--- src/rtl/bram_arbiter.sv ---
// -----------------------------------------------------------------------------
// bram_arbiter
//
// Shares one bram_wrapper between two clients. The write channel and the
// read-address channel each have an independent two-way round-robin arbiter.
// Every accepted read pushes its client id into a small tag FIFO, and each
// returning m_r_valid beat pops the head to route the data back to the client
// that issued the read.
//
// Handshake: a transfer happens on a rising edge where valid && ready. ready is
// combinational from the valids, addresses and arbiter state. A client keeps
// valid, address and data stable until it sees ready. The responses on
// cN_r_valid cannot be back-pressured.
//
// Ports
//   clk, reset                     clock, synchronous active-low reset
//   cN_w_valid/ready/address/data  client N write request (N = 0, 1)
//   cN_ar_valid/ready/address      client N read request
//   cN_r_valid/data                client N read response
//   m_w_valid/address/data         registered write to bram_wrapper
//   m_ar_valid/address             registered read address to bram_wrapper
//   m_r_valid/data                 read data from bram_wrapper
//   error                          sticky: a read beat arrived with no tag
// -----------------------------------------------------------------------------
module bram_arbiter #(
    parameter  int WIDTH           = 10,
    parameter  int DEPTH           = 10,
    parameter  int MAX_OUTSTANDING = 4,
    localparam int AW              = $clog2(DEPTH)
) (
    input  logic             clk,
    input  logic             reset,

    input  logic             c0_w_valid,
    output logic             c0_w_ready,
    input  logic [AW-1:0]    c0_w_address,
    input  logic [WIDTH-1:0] c0_w_data,
    input  logic             c0_ar_valid,
    output logic             c0_ar_ready,
    input  logic [AW-1:0]    c0_ar_address,
    output logic             c0_r_valid,
    output logic [WIDTH-1:0] c0_r_data,

    input  logic             c1_w_valid,
    output logic             c1_w_ready,
    input  logic [AW-1:0]    c1_w_address,
    input  logic [WIDTH-1:0] c1_w_data,
    input  logic             c1_ar_valid,
    output logic             c1_ar_ready,
    input  logic [AW-1:0]    c1_ar_address,
    output logic             c1_r_valid,
    output logic [WIDTH-1:0] c1_r_data,

    output logic             m_w_valid,
    output logic [AW-1:0]    m_w_address,
    output logic [WIDTH-1:0] m_w_data,
    output logic             m_ar_valid,
    output logic [AW-1:0]    m_ar_address,
    input  logic             m_r_valid,
    input  logic [WIDTH-1:0] m_r_data,

    output logic             error
);

    localparam int PW = $clog2(MAX_OUTSTANDING);
    localparam int CW = PW + 1;
    localparam logic [CW-1:0] FULL_COUNT = CW'(MAX_OUTSTANDING);

    // Arbiter pointers: the client that wins when both request.
    logic                       r_wp;
    logic                       r_rp;

    // Tag FIFO: one bit per outstanding read, holding the issuing client id.
    logic [MAX_OUTSTANDING-1:0] r_tag;
    logic [PW-1:0]              r_wr_ptr;
    logic [PW-1:0]              r_rd_ptr;
    logic [CW-1:0]              r_count;

    logic                       r_m_w_valid;
    logic [AW-1:0]              r_m_w_address;
    logic [WIDTH-1:0]           r_m_w_data;
    logic                       r_m_ar_valid;
    logic [AW-1:0]              r_m_ar_address;
    logic                       r_error;

    logic                       w_wgnt0;
    logic                       w_wgnt1;
    logic                       w_wgnt_any;
    logic [AW-1:0]              w_waddr;
    logic                       w_rcand0;
    logic                       w_rcand1;
    logic [AW-1:0]              w_raddr;
    logic                       w_full;
    logic                       w_collision;
    logic                       w_rgnt0;
    logic                       w_rgnt1;
    logic                       w_rgnt_any;
    logic                       w_push;
    logic                       w_pop;
    logic                       w_head;

    // Write arbitration; everything is held off while reset is asserted.
    assign w_wgnt0    = reset && c0_w_valid && (!c1_w_valid || (r_wp == 1'b0));
    assign w_wgnt1    = reset && c1_w_valid && (!c0_w_valid || (r_wp == 1'b1));
    assign w_wgnt_any = w_wgnt0 || w_wgnt1;
    assign w_waddr    = w_wgnt1 ? c1_w_address : c0_w_address;

    // Read candidate before gating, using the same round-robin rule.
    assign w_rcand0 = c0_ar_valid && (!c1_ar_valid || (r_rp == 1'b0));
    assign w_rcand1 = c1_ar_valid && (!c0_ar_valid || (r_rp == 1'b1));
    assign w_raddr  = w_rcand1 ? c1_ar_address : c0_ar_address;

    // Full ignores a same-cycle pop so ready never depends on m_r_valid.
    assign w_full = (r_count == FULL_COUNT);

    // A read that hits the address being written this cycle waits one cycle,
    // so it is issued after the write and returns the new data. rp stays put.
    assign w_collision = w_wgnt_any && (w_rcand0 || w_rcand1) && (w_waddr == w_raddr);

    assign w_rgnt0    = reset && w_rcand0 && !w_full && !w_collision;
    assign w_rgnt1    = reset && w_rcand1 && !w_full && !w_collision;
    assign w_rgnt_any = w_rgnt0 || w_rgnt1;

    assign w_push = w_rgnt_any;
    assign w_pop  = reset && m_r_valid && (r_count != '0);
    assign w_head = r_tag[r_rd_ptr];

    assign c0_w_ready  = w_wgnt0;
    assign c1_w_ready  = w_wgnt1;
    assign c0_ar_ready = w_rgnt0;
    assign c1_ar_ready = w_rgnt1;

    // Response routing: data is broadcast, valid goes only to the tag owner.
    // A beat with an empty FIFO (w_pop low) reaches neither client.
    assign c0_r_valid = w_pop && (w_head == 1'b0);
    assign c1_r_valid = w_pop && (w_head == 1'b1);
    assign c0_r_data  = m_r_data;
    assign c1_r_data  = m_r_data;

    assign m_w_valid    = r_m_w_valid;
    assign m_w_address  = r_m_w_address;
    assign m_w_data     = r_m_w_data;
    assign m_ar_valid   = r_m_ar_valid;
    assign m_ar_address = r_m_ar_address;
    assign error        = r_error;

    always_ff @(posedge clk) begin
        if (!reset) begin
            r_wp           <= 1'b0;
            r_rp           <= 1'b0;
            r_tag          <= '0;
            r_wr_ptr       <= '0;
            r_rd_ptr       <= '0;
            r_count        <= '0;
            r_m_w_valid    <= 1'b0;
            r_m_w_address  <= '0;
            r_m_w_data     <= '0;
            r_m_ar_valid   <= 1'b0;
            r_m_ar_address <= '0;
            r_error        <= 1'b0;
        end else begin
            r_m_w_valid  <= w_wgnt_any;
            r_m_ar_valid <= w_rgnt_any;

            // Address/data only update on a grant so they hold when idle.
            if (w_wgnt_any) begin
                r_m_w_address <= w_waddr;
                r_m_w_data    <= w_wgnt1 ? c1_w_data : c0_w_data;
                // Granting client 0 hands priority to client 1, and vice versa.
                r_wp          <= w_wgnt0;
            end

            if (w_rgnt_any) begin
                r_m_ar_address <= w_raddr;
                r_rp           <= w_rgnt0;
            end

            if (w_push) begin
                r_tag[r_wr_ptr] <= w_rgnt1;
                r_wr_ptr        <= r_wr_ptr + 1'b1;
            end

            if (w_pop) begin
                r_rd_ptr <= r_rd_ptr + 1'b1;
            end

            case ({w_push, w_pop})
                2'b10:   r_count <= r_count + 1'b1;
                2'b01:   r_count <= r_count - 1'b1;
                default: r_count <= r_count;
            endcase

            if (m_r_valid && (r_count == '0)) begin
                r_error <= 1'b1;
            end
        end
    end

endmodule

--- config.mk ---
export PLATFORM = sky130hd
export DESIGN_NAME = bram_arbiter
export DESIGN_NICKNAME = d
export VERILOG_FILES = /design/src/rtl/bram_arbiter.sv
export SDC_FILE = /design/constraint.sdc
export NUM_CORES = 1
export LEC_CHECK = 0
export ABC_AREA = 1
export CORE_ASPECT_RATIO = 0.6
export CORE_MARGIN = 2
export CORE_UTILIZATION = 36
export DETAILED_ROUTE_END_ITERATION = 6
export GPL_ROUTABILITY_DRIVEN = 0
export GPL_TIMING_DRIVEN = 0
export PLACE_DENSITY = 0.82
export RECOVER_POWER = 25
export SYNTH_ARGS = -nofsm -noshare
export SYNTH_HDL_FRONTEND = slang
export SYNTH_SLANG_ARGS = --single-unit
--- constraint.sdc ---
create_clock -name clk -period 2.33 [get_ports clk]
set_input_delay 0.466 -clock clk [delete_from_list [all_inputs] [get_ports clk]]
set_output_delay 0.466 -clock clk [all_outputs]
set_load 0.01 [all_outputs]
==> flow_summary.yaml, run 1 <==
clocking:
  clk_pin_slew_ns: 0.07
  cts_tree: "built"
  clk_latency_ns: 0.28
  cts_max_level: 2
  cts-root-buf: "clkbuf_8"
  clock_sinks: 34
  clk_path_buf_depth: 2
  cts_hold_buf: 0
  cts_made_buffers: 5
floorplanning:
  die-height_um: 60.65
  die_w_um: 98.42
  core_sq_um: 5105
  start_util_pct: 37.72
  io_pins: 100
  dieArea_sq_um: 5969
  rows: 20
status:
  status: "finished with violations"
  violations: "setup timing"
grt:
  grt_pass1_vias: 2246
  grt_max_degree: 12
  grt_pass1_wl_um: 10010
  grt_use_total_pct: 21.09
  antenna_found_initial: 0
  grt-ovfl-total: 0
logic_synthesis:
  synth.distinct_cells: 23
  synth_seq_area_share_pct: 35.35
  syn-num-nets: 350
  yosysTopAreaCell: "dfxtp_1"
  async_flop_share_pct: 0
  post-synth-top-count-cell: "nand2_1"
  synth_flop_cell: "dfxtp_1"
  synth_warnings: 0
  avgSynthCellArea_sq_um: 6.617
  synth_enable_flop_cells: 0
  syn_inst: 291
  synthTopCellsByArea: "dfxtp_1 (35%), nand2_1 (16%), buf_4 (7.8%)"
  netlist.area_leader.share_pct: 35.35
  synth.cell_area_sq_um: 1926
  yosys-top-cells-count: "nand2_1 (80), inv_1 (37), dfxtp_1 (34)"
  ys_ff_latch: 34
setup_path:
  worstSetupEndpointType: "flip-flop"
  worstSetupStartpointType: "input pin"
  r2r_end: "r_count[1]$_SDFFE_PN0P_"
  r2r.worst_path.cells: 17
  r2r_start: "r_wp$_SDFFE_PN0P_"
  worstPathMaxFanout: 6
  arrival_ns: 2.65
  required_ns: 2.50
  crit_type: "input pin to flip-flop"
  r2r_slack_ns: -0.14
min_path:
  worstHoldPathCells: 2
  hp-start: "error$_SDFFE_PN0P_"
  min-delay-path-class: "flip-flop to flip-flop"
  whs_endpoint: "error$_SDFFE_PN0P_"
place:
  place_area_sq_um: 2907
  dpl_worst_slack_ns: -0.8397
  io_buffers: 89
  place_hpwl_um: 4418
  dpl.cell_count: 446
cells_and_area:
  layout.nets: 483
  fin_cells: 491
  n_antenna_cell: 0
  fin_util_pct: 67.40
  area_growth_pct: 78.69
  drive_gt1_share_pct: 30.12
  stdcell_area_sq_um: 3441
timing:
  finalSetupViolations: 5
  finalHoldViolCount: 0
  relSlewSlack_pct: 67.40
  finClkSkew_ns: 0.008990
  worst_slew_pin_slew_ns: 0.4890
  drv_slew: 0
  timing.fmax_mhz: 403.5
  fin_crit_ns: 2.478
  finalCritPeriodShare_pct: 106.4
  whs_ns: 0.4430
  tns_ns: -0.5050
  rsz0062_at_grt: "yes"
  setup_ws_ns: -0.1485
routing:
  maxUsedRoutingLayer: "met4"
  via_per_inst: 5.037
  final_antenna_net_count: 0
  drt-initial-drc-count: 167
  met1_length_um: 2967
  via_count: 2473
  drc: 0
  dr_wl_met3_um: 524
  first_pass_iters: 5
  post_drt_wl_per_cell_um: 14.97
  routed_wl_um: 7351
  met2_wirelength_um: 3596
power:
  power_density_nw_per_um2: 514.7
  ir_drop_mv: 0.2556
  p_leak_nw: 1.603
  total_power_mw: 1.771
run:
  drv_cap: 0
[worst max-delay path, cell delays in order]
cell and delay, ns:
clkdlybuf4s15_2 0.21, nand2_4 0.13, nand3_1 0.15, nand2_4 0.11
inv_1 0.06, nand2_1 0.10, nand2_1 0.07, nor2_2 0.10
nand2_2 0.08, o21ai_2 0.10, buf_6 0.14, ha_4 0.13
inv_4 0.03, fa_2 0.52, nor2_2 0.05, a21oi_2 0.11
nor2_1 0.06
[cells in the final DEF, fill, tap and decap left out, types with 2 or more instances in the layout]
cell / count
a21oi_1: 13
a21oi_2: 3
a31oi_1: 10
buf_2: 6
buf_4: 57
buf_6: 3
clkbuf_1: 6
clkbuf_8: 6
clkdlybuf4s50_1: 64
dfxtp_1: 32
dfxtp_2: 2
dlygate4sd2_1: 18
ha_1: 4
inv_1: 34
inv_2: 3
inv_4: 3
nand2_1: 60
nand2_2: 13
nand2_4: 10
nand2_8: 2
nand3_1: 19
nand3_2: 3
nor2_1: 16
nor2_2: 6
o21ai_0: 17
o21ai_2: 2
[where the power goes]
part	total (mW)	internal [mW]	switching, mW
Clock	0.457	0.239	0.219
Combinational	0.645	0.334	0.312
Sequential	0.668	0.635	0.0330
Total	1.77	1.21	0.563
[sequential cells by signal, summed over array words and instances (netlist names)]
name,flops
r_wp,1
r_rd_ptr,2
r_count,3
m_w_data,10
m_w_valid,1
r_tag,4
m_w_address,4
error,1
m_ar_address,4
r_rp,1
r_wr_ptr,2
m_ar_valid,1
[worst max path at each step]
stage	depth (start not counted)	end	slack, ns	startpoint
CTS	19	r_count[2]$_SDFFE_PN0P_	-0.04	r_rp$_SDFFE_PN0P_
global placement	15	c0_ar_ready	-0.77	reset
finish	17	r_count[1]$_SDFFE_PN0P_	-0.15	c0_w_valid
global route	18	r_count[2]$_SDFFE_PN0P_	-0.26	r_wp$_SDFFE_PN0P_
floorplan	18	r_count[1]$_SDFFE_PN0P_	0.004	reset
detailed placement	19	r_count[2]$_SDFFE_PN0P_	-0.84	reset
[repair_timing]
action                                  in CTS  in global routing
hold endpoints to repair                     0                  0
endpoints found under the setup margin       8                  6
resized for setup                           65                 42
pin swaps                                   23                 25
buffers inserted                            34                  5
[cells by family (layout without fill, tap and decap cells)]
group / count (synthesis) / in the layout / share of synthesized area (%)
AOI/OAI and AO/OA: 49 / 49 / 14.04
adders and majority gates: 6 / 6 / 4.289
buffers and inverters: 71 / 205 / 18.39
DFF: 34 / 34 / 35.35
and+or+nand+nor: 131 / 131 / 27.94
[cell type report]
cell class | instances | area [sq um]
Buffer | 29 | 203.9
Clock buffer | 7 | 86.33
Clock inverter | 1 | 5.005
Fill cell | 403 | 1664
Inverter | 41 | 165.2
Multi-Input combinational cell | 186 | 1086
Sequential cell | 34 | 683.2
Tap cell | 66 | 82.58
Timing Repair Buffer | 127 | 1129
[layer usage]
metal / GRT usage (%) / vias to the layer above
li1: - / 1168
met1: 26.51 / 1148
met2: 37.51 / 122
met3: 4.839 / 35
met4: 5.871 / 0
met5: 0 / -
(Power assumes the default switching activity.)
==> run 2: changes to the inputs <==
--- a/config.mk
+++ b/config.mk
@@ -5,13 +5,13 @@
 export SDC_FILE = /design/constraint.sdc
 export NUM_CORES = 1
 export LEC_CHECK = 0
-export ABC_AREA = 1
 export CORE_ASPECT_RATIO = 0.6
 export CORE_MARGIN = 2
 export CORE_UTILIZATION = 36
 export DETAILED_ROUTE_END_ITERATION = 6
 export GPL_ROUTABILITY_DRIVEN = 0
 export GPL_TIMING_DRIVEN = 0
+export HOLD_SLACK_MARGIN = 0.1
 export PLACE_DENSITY = 0.82
 export RECOVER_POWER = 25
 export SYNTH_ARGS = -nofsm -noshare
==> flow_summary.yaml, run 2 <==
timing:
  setup_ws_ns: -0.4804
  finalCritPeriodShare_pct: 120.6
  relSlewSlack_pct: 56.48
  timing.fmax_mhz: 355.8
  worst_slew_pin_slew_ns: 0.6470
  fin_crit_ns: 2.810
  drv_slew: 0
  whs_ns: 0.4627
  finalHoldViolCount: 0
  finalSetupViolations: 4
  finClkSkew_ns: 0.008623
  rsz0062_at_grt: "yes"
place:
  io_buffers: 89
  dpl_worst_slack_ns: -1.324
  place_area_sq_um: 2927
  place_hpwl_um: 3976
  dpl.cell_count: 357
run:
  drv_cap: 0
status:
  status: "finished with violations"
  violations: "setup timing"
logic_synthesis:
  netlist.area_leader.share_pct: 35.70
  synthTopCellsByArea: "dfxtp_1 (36%), mux2i_1 (10%), buf_4 (8.7%)"
  ys_ff_latch: 34
  synth_warnings: 0
  synth_enable_flop_cells: 0
  synth.distinct_cells: 38
  yosysTopAreaCell: "dfxtp_1"
  synth.cell_area_sq_um: 1907
  synth_flop_cell: "dfxtp_1"
  yosys-top-cells-count: "dfxtp_1 (34), nand2_1 (25), buf_4 (22)"
  synth_seq_area_share_pct: 35.70
  post-synth-top-count-cell: "dfxtp_1"
  async_flop_share_pct: 0
  syn-num-nets: 261
  syn_inst: 202
  avgSynthCellArea_sq_um: 9.440
clocking:
  cts_max_level: 2
  cts-root-buf: "clkbuf_8"
  clk_latency_ns: 0.29
  clock_sinks: 34
  cts_tree: "built"
  cts_made_buffers: 5
  clk_path_buf_depth: 2
  clk_pin_slew_ns: 0.08
cells_and_area:
  final_common_cell: "clkdlybuf4s50_1"
  n_antenna_cell: 0
  layout.nets: 386
  fin_cells: 394
  mostFrequentLayoutCells: "clkdlybuf4s50_1 (61), buf_4 (48), dfxtp_1 (31), nand2_1 (23)"
  drive_gt1_share_pct: 32.32
  stdcell_area_sq_um: 3413
  area_growth_pct: 79.00
  largest_reg_flops: 10
setup_path:
  arrival_ns: 3.03
  worstSetupStartpointType: "input pin"
  required_ns: 2.55
  worstPathMaxFanout: 5
  crit_type: "input pin to flip-flop"
  worstSetupEndpointType: "flip-flop"
power:
  seqPwrFrac_pct: 36.6
  power_density_nw_per_um2: 571.1
  total_power_mw: 1.949
  power.internal_mw: 1.369
  pwr-share-comb_pct: 34.9
  p_leak_nw: 1.553
  p_switching_mw: 0.5801
  switching_share_pct: 29.76
  ir_drop_mv: 0.2613
  clkPwrFrac_pct: 28.4
floorplanning:
  io_pins: 100
  die-height_um: 60.38
  rows: 20
  die_w_um: 97.96
  dieArea_sq_um: 5914
  core_sq_um: 5080
  start_util_pct: 37.54
routing:
  via_per_inst: 4.860
  routed_wl_um: 5983
  drc: 0
  final_antenna_net_count: 0
  post_drt_wl_per_cell_um: 15.19
  drt-initial-drc-count: 79
  first_pass_iters: 4
  via_count: 1915
grt:
  antenna_found_initial: 0
  grt_use_total_pct: 20.33
  grt_pass1_vias: 1869
  grt_max_degree: 13
  grt_pass1_wl_um: 9301
  grt-ovfl-total: 0
min_path:
  min-delay-path-class: "flip-flop to flip-flop"
-- run 2: stage by stage --
stage / utilization (%) / TNS (ns)
2_1_floorplan: - / -0.8225
4_1_cts: 65.34 / -1.966
6_report: 67.19 / -1.381
3_3_place_gp: 57.61 / -10.19
3_5_place_dp: 57.61 / -10.93
5_1_grt: 67.19 / -2.291
-- run 2: critical path: stages --
cell,delay (ns)
clkdlybuf4s15_2,0.21
nand2b_4,0.11
buf_4,0.14
a21boi_4,0.06
o211a_1,0.23
nor4_4,0.29
a41oi_2,0.18
o21a_2,0.20
inv_4,0.06
ha_4,0.12
inv_2,0.04
fa_2,0.34
xor2_1,0.15
or3_1,0.30
a21boi_1,0.13
-- run 2: cell families (layout without fill, tap and decap cells) --
| family | count (synthesis) | after routing | share of synthesized area (%) |
|---|---|---|---|
| fa+ha+maj | 6 | 6 | 4.331 |
| simple gates | 55 | 55 | 15.03 |
| flops | 34 | 34 | 35.70 |
| xor+xnor | 6 | 6 | 2.756 |
| mux | 21 | 21 | 11.68 |
| buf+inv | 39 | 165 | 12.53 |
| compound gates | 41 | 41 | 17.98 |
-- run 2: final cells by class --
| class | count | area (sq um) |
|---|---|---|
| repair buffers | 120 | 1115 |
| flip-flops and latches | 34 | 686.9 |
| clock inverters | 3 | 45.04 |
| multi-input cells | 129 | 1172 |
| clock buffers | 5 | 68.82 |
| inverters | 8 | 32.53 |
| fillers | 370 | 1667 |
| well taps | 66 | 82.58 |
| plain buffers | 29 | 210.2 |
-- run 2: power by group through the flow --
| stage | sequential, mW | clock (mW) | combinational (mW) |
|---|---|---|---|
| 3_3_place_gp | 0.719 | 0 | 0.568 |
| 5_1_grt | 0.722 | 0.590 | 0.742 |
| 4_1_cts | 0.711 | 0.559 | 0.646 |
| 6_report | 0.714 | 0.554 | 0.681 |
| 2_1_floorplan | 0.728 | 0 | 0.315 |
| 3_5_place_dp | 0.723 | 0 | 0.583 |
-- run 2: per-layer routing --
layer	global-route usage, %	vias up	part of all wire [%]
met3	5.876	5	6.7
met2	34.15	70	47
li1	-	935	-
met5	0	-	0
met4	6.349	0	0.52
met1	26.06	905	46
-- run 2: final timing paths --
check	slack, ns	startpoint	cells after the start	end
min	0.46	m_ar_address[0]$_SDFFE_PN0P_	2	m_ar_address[0]$_SDFFE_PN0P_
min reg2reg	0.46	m_ar_address[0]$_SDFFE_PN0P_	2	m_ar_address[0]$_SDFFE_PN0P_
max	-0.48	c0_ar_valid	15	r_count[2]$_SDFFE_PN0P_
max reg2reg	-0.48	r_rp$_SDFFE_PN0P_	13	r_count[2]$_SDFFE_PN0P_
-- run 2: what timing repair did --
action                                 CTS  global route
setup endpoints to repair               19             9
hold buffers                             0             0
endpoints found under the hold margin    0             0
pin swaps                               12            12
gates resized for setup                 58            21
buffers inserted                        26            11
==> RTL change (settings of run 1) <==
Put one more register stage on the output `error`, without a reset. The value now appears one clock later. The other outputs are not delayed to match.
--- a/src/rtl/bram_arbiter.sv
+++ b/src/rtl/bram_arbiter.sv
@@ -144,3 +144,5 @@
     assign m_ar_address = r_m_ar_address;
-    assign error        = r_error;
+    always_ff @(posedge clk) begin
+        error <= r_error;
+    end
 
Formal check against the unedited RTL: not equivalent (a bounded check fails within 4 cycles, from zero or initial values and one cycle with reset low).
==> RTL change against run 1 <==
The run still ends with negative setup slack left. Sequential power rose by 3.0%. First-iteration DRC count fell by 1.2%. Area after synthesis rose by 1.0%. Critical endpoint is now r_count[2]. Power rose by 2.1%. Worst setup slack got worse by 0.0020 ns. Final area rose by 1.2%. Sequential share of layout area rose by 0.35 points. Register-to-register slack barely moved. Routed wire length fell by 6.2%. Sequential cell count rose by 1. Worst hold slack got worse by 0.091 ns.
==> RTL change: results <==
group,metric,value,unit
sta,hold_ws,0.352,ns
critical_path,slowest_delay,0.35,ns
logic_synthesis,yosysSeqAreaShare,36.0,%
detailed_routing,wire_per_inst,14.0,um
detailed_routing,wl_met1,2930,um
sta,skew,0.0117,ns
detailed_routing,wl_met2,3300,um
place,dp_cells,447,
run_status,status,"finished with violations",
logic_synthesis,synthesis.instances,292,
pwr,p_leak,1.64,nW
place,dpl.hpwl,4490,um
grt,grt_pass1_wl,10900,um
pwr,ir_worst_vdd,0.000258,V
logic_synthesis,syn_nets,351,
final_layout,fin_cells,494,
logic_synthesis,synth_area_leaders,"dfxtp_1 36%, nand2_1 15%, buf_4 7.7%",
sta,setup_ws,-0.151,ns
sta,relSlewSlack,64.5,%
grt,grt_use_total,23.2,%
sta,tns,-0.384,ns
logic_synthesis,yosys-top-cells-count,"80 x nand2_1, 37 x inv_1, 35 x dfxtp_1",
detailed_routing,drt_iter0_markers,165,
grt,grtUsageMet1,28.3,%
detailed_routing,met3_length,487,um
place,dp_slack,-0.825,ns
grt,use_met2,40.4,%
run_status,violations,"negative setup slack",
grt,grt_util_met3,6.11,%
detailed_routing,first_pass_iters,4,
place,dpl_cell_area,2930,um2
sta,setup_violations,4,
final_layout,seqCellArea,703,um2
RTL change: changes by cell type in the layout (fill, tap and decap cells not counted), moves of 4 or more:
cell / run 1 / this run
nand2_1: 60 / 64
nor2_2: 6 / 2
inv_1: 34 / 30
clkdlybuf4s50_1: 64 / 47
nand2_4: 10 / 6
dlygate4sd3_1: 0 / 16
inv_2: 3 / 7
RTL change: what timing repair did:
action                                  4_1_cts  5_1_grt
buffers inserted                             39        5
gates resized for setup                      76       30
pin swaps                                    31       21
endpoints found under the setup margin        8        6
RTL change: where the power goes:
group	total (mW)	internal, mW	switching [mW]
registers	0.688	0.656	0.0329
clock network	0.496	0.270	0.226
logic	0.622	0.328	0.295
RTL change: critical path, delay by kind of cell:
family | cells | cell delay [ns]
buf+inv | 5 | 0.67
fa+ha+maj | 2 | 0.48
simple gates | 6 | 0.60
compound gates | 5 | 0.44
RTL change: path summary, 6_finish.rpt:
path | from | endpoint | depth (start not counted)
worst min register to register | r_error | error | 0
worst max-delay path | c0_w_valid | r_count[2] | 18
worst max register to register | r_wp | r_count[2] | 18
worst min-delay path | r_error | error | 0
RTL change: cell type report:
cell class	instances	area share, %
sequential	35	20.2
buffer	28	5.54
timing repair buffer	130	34.1
tap	66	2.37
multi-input combinational	186	30.1
inverter	41	4.74
clock buffer	8	2.88
RTL change: kinds of logic (layout without fill, tap and decap cells):
family / count (synthesis) / count (layout) / synth area share (%)
simple gates: 131 / 131 / 27.7
fa+ha+maj: 6 / 6 / 4.24
compound gates: 49 / 49 / 13.9
buf+inv: 71 / 207 / 18.2
flops: 35 / 35 / 36.0
